[config.mk]
export PLATFORM = sky130hd
export DESIGN_NAME = mul_share_arb
export DESIGN_NICKNAME = d
export VERILOG_FILES = /design/src/rtl/mul_share_arb.sv
export SDC_FILE = /design/constraint.sdc
export NUM_CORES = 1
export LEC_CHECK = 0
export CAP_MARGIN = 20
export CORE_MARGIN = 2
export CORE_UTILIZATION = 35
export CTS_CLUSTER_DIAMETER = 200
export DETAILED_ROUTE_END_ITERATION = 12
export PLACE_DENSITY_LB_ADDON = 0.2
export SYNTH_ARGS = -nofsm -noshare
export SYNTH_HDL_FRONTEND = slang
export SYNTH_SLANG_ARGS = --single-unit
[constraint.sdc]
create_clock -name clk -period 31.7 [get_ports clk]
set_input_delay 6.34 -clock clk [delete_from_list [all_inputs] [get_ports clk]]
set_output_delay 6.34 -clock clk [all_outputs]
set_load 0.05 [all_outputs]
[src/rtl/mul_share_arb.sv]
// Two-port arbiter sharing one 8x8 unsigned array multiplier behind a one-entry output register.
// Optional per-port completion counters are enabled with `define MUL_SHARE_PERF_EN.

module mul8x8_array (
    input  logic [7:0]  a,
    input  logic [7:0]  b,
    output logic [15:0] p
);
    localparam int unsigned OP_W = 8;

    // Shift-and-add over the partial-product rows
    always_comb begin
        p = '0;
        for (int i = 0; i < OP_W; i++) begin
            if (b[i]) begin
                p = p + (16'(a) << i);
            end
        end
    end
endmodule

module mul_share_arb #(
    parameter int unsigned CNT_W = 16
) (
    input  logic             clk,
    input  logic             rst,
    input  logic             in0_valid,
    input  logic [7:0]       in0_a,
    input  logic [7:0]       in0_b,
    output logic             in0_ready,
    input  logic             in1_valid,
    input  logic [7:0]       in1_a,
    input  logic [7:0]       in1_b,
    output logic             in1_ready,
    output logic             out_valid,
    input  logic             out_ready,
    output logic [15:0]      out_r,
    output logic             out_id
`ifdef MUL_SHARE_PERF_EN
    ,
    output logic [CNT_W-1:0] cnt0,
    output logic [CNT_W-1:0] cnt1
`endif
);
    localparam int unsigned OP_W  = 8;
    localparam int unsigned RES_W = 2 * OP_W;

    if (CNT_W < 1) begin : g_cnt_w_check
        $error("CNT_W must be at least 1");
    end

    typedef enum logic {
        EMPTY = 1'b0,
        FULL  = 1'b1
    } state_t;

    state_t             state_q;
    state_t             state_d;
    logic               last_grant;
    logic               gnt;
    logic               any_req;
    logic               can_accept;
    logic               accept;
    logic [OP_W-1:0]    op_a;
    logic [OP_W-1:0]    op_b;
    logic [RES_W-1:0]   prod;

    mul8x8_array u_mul (
        .a (op_a),
        .b (op_b),
        .p (prod)
    );

    // Grant, handshake and next-state; a tie goes to the port that did not win last
    always_comb begin
        any_req    = in0_valid | in1_valid;
        gnt        = 1'b0;
        can_accept = (state_q == EMPTY) || out_ready;
        accept     = 1'b0;
        state_d    = state_q;

        if (in0_valid && in1_valid) begin
            gnt = ~last_grant;
        end else if (in1_valid) begin
            gnt = 1'b1;
        end

        accept    = any_req && can_accept && !rst;
        in0_ready = accept && !gnt;
        in1_ready = accept && gnt;
        op_a      = gnt ? in1_a : in0_a;
        op_b      = gnt ? in1_b : in0_b;

        case (state_q)
            EMPTY:   if (accept) state_d = FULL;
            FULL:    if (out_ready && !accept) state_d = EMPTY;
            default: state_d = EMPTY;
        endcase
    end

    always_ff @(posedge clk) begin
        if (rst) begin
            state_q    <= EMPTY;
            out_r      <= '0;
            out_id     <= 1'b0;
            last_grant <= 1'b1;
        end else begin
            state_q <= state_d;
            if (accept) begin
                out_r      <= prod;
                out_id     <= gnt;
                last_grant <= gnt;
            end
        end
    end

    assign out_valid = (state_q == FULL);

`ifdef MUL_SHARE_PERF_EN
    // Saturating completion counters, bumped on each output handshake
    always_ff @(posedge clk) begin
        if (rst) begin
            cnt0 <= '0;
            cnt1 <= '0;
        end else if (out_valid && out_ready) begin
            if (!out_id && (cnt0 != {CNT_W{1'b1}})) cnt0 <= cnt0 + CNT_W'(1);
            if (out_id && (cnt1 != {CNT_W{1'b1}}))  cnt1 <= cnt1 + CNT_W'(1);
        end
    end
`endif
endmodule

=== Word level (Yosys, flattened, before mapping) ===
Index checks and enable logic that the tools add are counted.

* Output and inout port bits: 20
* Logic and storage cells: 39
* Memories: 0
* Bits in registers: 19
* Latch bits: 0
* Input bits: 37
* Bits in writable memories: 0
* Bits in read-only memories: 0

* Shifts and indexed selects: 0
* Reductions and logical operators: 10
* Equal/unequal tests: 0
* Add/sub/neg operators: 7
* Mux-type cells: 15
* Divide/modulo/power cells: 0
* Bitwise gates (word level): 3
* $lt $le $gt $ge: 0
* Multiply operators: 0

{| class="wikitable"
|+ Operators by type and width
! kind !! number
|-
| 2-to-1 mux 16 bit || 7
|-
| 2-to-1 mux 8 bit || 3
|-
| adder 16 x 10 -> 16 bit || 1
|-
| adder 16 x 11 -> 16 bit || 1
|-
| adder 16 x 12 -> 16 bit || 1
|-
| adder 16 x 13 -> 16 bit || 1
|-
| adder 16 x 14 -> 16 bit || 1
|-
| adder 16 x 15 -> 16 bit || 1
|-
| adder 16 x 9 -> 16 bit || 1
|-
| logical AND 1 bit || 6
|-
| 2-to-1 mux 1 bit || 4
|-
| zero test 1 bit || 3
|-
| inverter 1 bit || 2
|-
| one-hot mux 1 bit (2 select lines) || 1
|-
| logical OR 1 bit || 1
|-
| OR 1 bit || 1
|}

=== Logic depth before layout (Yosys ltp) ===
* Word-level depth: 18
* Gate-level depth with buffers: 51
* Gate-level depth less buffers: 48

=== Hierarchy ===
From an unflattened synthesis, not the netlist that was laid out.

* Cells, all modules: 533
* Area, all modules: 4236.6 um2

{| class="wikitable"
|+ By module, submodules not included
! module !! cells each !! area each (um2) !! instances
|-
| mul8x8_array || 426 || 3226.8 || 1
|-
| mul_share_arb || 107 || 1009.7 || 1
|}

=== Least setup slack after synthesis ===
No wires, ideal clock.

* Kind: input port to flip-flop
* From: input port in1_valid
* To: register out_r[13]
* Path buffers: 2
* Setup time: 0.120 ns
* Cell stages on the path: 45
* Setup slack: 15.875 ns
* Data arrival time: 15.705 ns
* Path through: a21boi_4 > buf_2 > buf_1 > mux2i_1 > inv_1 > ha_1 > a21oi_1 > a21boi_0 > o221ai_1 > a21boi_0 > o21a_1 > o31ai_1 > ha_1 > a21oi_1 > o21ai_0 > xor2_1 > a211oi_4 > nand2_1 > (+9 left out) > mux2_2 > ha_1 > and3_1 > o31a_1 > o31a_1 > o21a_1 > o31ai_1 > ha_1 > nand2_1 > or3_1 > mux2i_1 > or4_1 > nand2_1 > ha_1 > nand2b_1 > nor2_1 > mux2_1 > a211o_1

* Word-level cells in the longest chain between the ends: 18
* Elaborated cells on any way between the ends: 23

{| class="wikitable"
|+ Ends and longest elaborated chain
! what !! RTL line !! source
|-
| start: declaration || 31 || <nowiki>input logic in1_valid,</nowiki>
|-
| 2-to-1 mux 1 bit / logical AND 1 bit (equally long branches) || 84, 82 ||
|-
| 2-to-1 mux 1 bit || 82 || <nowiki>if (in0_valid && in1_valid) begin</nowiki>
|-
| 2-to-1 mux 8 bit (on tied branches) || 91, 92 ||
|-
| 2-to-1 mux 8 bit || 15 || <nowiki>if (b[i]) begin</nowiki>
|-
| adder 16 x 9 -> 16 bit || 16 || <nowiki>p = p + (16'(a) << i);</nowiki>
|-
| 2-to-1 mux 16 bit || 15 ||
|-
| adder 16 x 10 -> 16 bit || 16 ||
|-
| 2-to-1 mux 16 bit || 15 ||
|-
| (+2 left out) || n/a ||
|-
| adder 16 x 12 -> 16 bit || 16 ||
|-
| 2-to-1 mux 16 bit || 15 ||
|-
| adder 16 x 13 -> 16 bit || 16 ||
|-
| 2-to-1 mux 16 bit || 15 ||
|-
| adder 16 x 14 -> 16 bit || 16 ||
|-
| 2-to-1 mux 16 bit || 15 ||
|-
| adder 16 x 15 -> 16 bit || 16 ||
|-
| 2-to-1 mux 16 bit || 15 ||
|-
| end signal: assignment || 110 || <nowiki>out_r <= prod;</nowiki>
|-
| end: declaration || 37 || <nowiki>output logic [15:0] out_r,</nowiki>
|}

Parallel ways exist; a longest one is shown, timed or not.
A chain may end at the register's enable or synchronous reset.

=== Worst setup path after layout ===
Ends and elaborated chain as after synthesis.

==> impl_metrics.py <==
metrics = {
    "routing": {
        "routed_wl_mm": 12.94,
        "first_pass_iters": 5,
        "drc_errors": 0,
        "dr.first_iter.drc_count": 326,
        "dr_total_vias": 4693,
        "wl_per_cell_um": 15.66,
        "ant_nets": 0,
        "via_per_inst": 5.682,
    },
    "sta": {
        "fin_tns_setup_ps": 0,
        "finClkSkew_ps": 2.467,
        "finalSetupViolCount": 0,
        "period_needed_ps": 17290,
        "hold_ws_ps": 458.8,
        "period_share_pct": 54.56,
        "rsz0062_at_grt": "false",
        "relSlewSlack_pct": 42.95,
        "slew_viol_final": 0,
        "hold_violations": 0,
        "tightest_slew_ps": 853.6,
        "fmax_ghz": 0.05782,
    },
    "pwr": {
        "leakage_nw": 2.189,
        "peakVddDrop_uv": 23.67,
        "total_power_w": 0.0004243,
        "power_density_nw_per_um2": 81.23,
    },
    "clocking": {
        "cts_tree": "done",
        "post_cts_buffers": 0,
        "worstSkewPairLatency_ps": 250,
        "cts_root_buf": "clkbuf_16",
        "clock_sinks": 19,
        "htreeDepth": 1,
        "numCtsBuffers": 3,
        "post_cts_resized": 0,
        "clockBufferDepth": 2,
        "clk_pin_slew_ps": 60,
        "ctsHoldBuffers": 0,
    },
    "die": {
        "initial_core_util_pct": 35.42,
        "num_rows": 41,
        "fp.dieArea_um2": 13530,
        "die_w_um": 116.3,
        "coreArea_um2": 12470,
        "ios": 57,
        "die_height_um": 116.3,
    },
    "logic_synthesis": {
        "synthDistinctLibCells": 70,
        "synth_seq_area_share_pct": 8.614,
        "synthCells": 610,
        "async_reset_ff_share_pct": 0,
        "synth_top_area_share_pct": 14.45,
        "synthTopCellsByArea": "ha_1 14%, dfxtp_1 8.6%, nand2_1 7.1%, mux2i_1 5.2%, a21oi_1 5.1%",
        "synth-seq-cells": 19,
        "netlist_area_um2": 4415,
        "synth_area_per_cell_um2": 7.238,
        "synth-edff-count": 0,
        "synth_common_cells": "84 x nand2_1, 51 x ha_1, 47 x nor2_1",
        "yosysMostFrequentCell": "nand2_1",
        "synth_ff_type": "dfxtp_1",
        "synth_warnings": 0,
        "yosysTopAreaCell": "ha_1",
        "mappedNetlistNets": 705,
    },
    "hold_path": {
        "min_path_type": "reg -> reg",
    },
    "placement": {
        "hpwlAfterDp_mm": 10.48,
        "port_buffers": 56,
        "place_congestion": 0.8961,
    },
    "global_route": {
        "antenna_found_initial": 0,
        "grt_max_degree": 28,
        "grt_usage_pct": 19.42,
        "grt_pass1_wl_mm": 21.64,
        "grt_pass1_vias": 4481,
        "overflow": 0,
    },
    "outcome": {
        "outcome": "complete, no violations",
    },
    "worst_setup_path": {
        "cp_max_fo": 25,
        "slowest_delay_ps": 730,
        "crit_top_cell": "ha_1",
        "cp-end-kind": "register",
        "critPathLaunchType": "input pin",
        "cp.required_ps": 31840,
        "cp_slowest_cell": "a21boi_4",
        "crit_type": "in -> reg",
        "cp.arrival_ps": 17440,
    },
    "finish": {
        "n_antenna_cell": 0,
        "nets": 750,
        "drive_gt1_share_pct": 5.046,
        "area_growth_pct": 18.31,
    },
    "job": {
        "maxCapViolCount": 0,
    },
}
[layer usage]
| layer | vias up | track usage, % | wire (um) |
|---|---|---|---|
| met4 | 0 | 4.365 | 209 |
| met1 | 2195 | 26.95 | 6469 |
| met2 | 113 | 33.14 | 5736 |
| met5 | - | 0 | 0 |
| met3 | 16 | 1.194 | 524 |
| li1 | 2369 | - | - |
[cell families after synthesis]
| family | synth area share (%) |
|---|---|
| buffers and inverters | 4.278 |
| muxes | 8.274 |
| xor gates and xnor gates | 4.364 |
| DFF | 8.614 |
| AOI/OAI and AO/OA | 33.21 |
| and+or+nand+nor | 23.18 |
| adders and majority gates | 18.08 |
[through the flow]
stage	std cells	util [%]	area, um2	setup WS [ps]
finish	826	41.91	5224	14410
floorplan	610	-	4415	15880
CTS	826	41.91	5224	14480
detailed placement	822	41.27	5145	14240
global placement	822	41.27	5145	14620
global route	826	41.91	5224	13430
[worst paths after layout]
path                   start   endpoint  slack, ps  cells past startpoint
setup / recovery   in1_valid  out_r[13]      14410                     41
hold / removal      out_r[6]   out_r[6]        460                      2
setup reg to reg  last_grant  out_r[13]      20730                     40
hold reg to reg     out_r[6]   out_r[6]        460                      2
[cells in the final DEF, fill, tap and decap left out, drive strengths merged, types with 3 or more instances in the layout]
master / n
mux2: 8
a41oi: 3
a21oi: 45
nor3: 18
ha: 51
a211o: 6
buf: 5
o31a: 3
nor2b: 8
o211ai: 13
mux2i: 25
a311oi: 4
inv: 27
fa: 7
or3: 4
nor3b: 5
o22ai: 6
or2: 4
clkdlybuf4s50: 56
xor2: 6
nand2b: 8
nand3: 21
dfxtp: 19
and2: 8
a31oi: 8
o21a: 9
nand2: 84
a21boi: 11
and3: 4
nor2: 47
o21ai: 37
or4: 5
xnor2: 16
a211oi: 15
o31ai: 8
clkbuf: 4
a21o: 15
[flip-flops by register name, summed over array words and instances, names as in the netlist]
signal and cells:
out_valid 1, out_r 16, last_grant 1, out_id 1
[layout make-up]
cell class	instances	area [um2]
well taps	172	215.2
multi-input cells	543	3850
fillers	1276	7242
repair buffers	61	598.1
inverters	27	101.3
clock buffers	4	78.83
flip-flops and latches	19	380.4
[where the power goes]
part           switching [W]  total [W]  internal [W]
sequential        0.00000322  0.0000335     0.0000303
combinational       0.000213   0.000364      0.000151
clock             0.00000945  0.0000266     0.0000171
total               0.000226   0.000424      0.000199
[worst max-delay path, delay by kind of cell]
kind	cells	cell delay [ps]
xor+xnor	1	210
simple gates	11	1800
buf+inv	2	930
fa+ha+maj	7	2400
compound gates	17	4650
mux	3	1070
No activity file was read; power rests on OpenSTA's default activity.
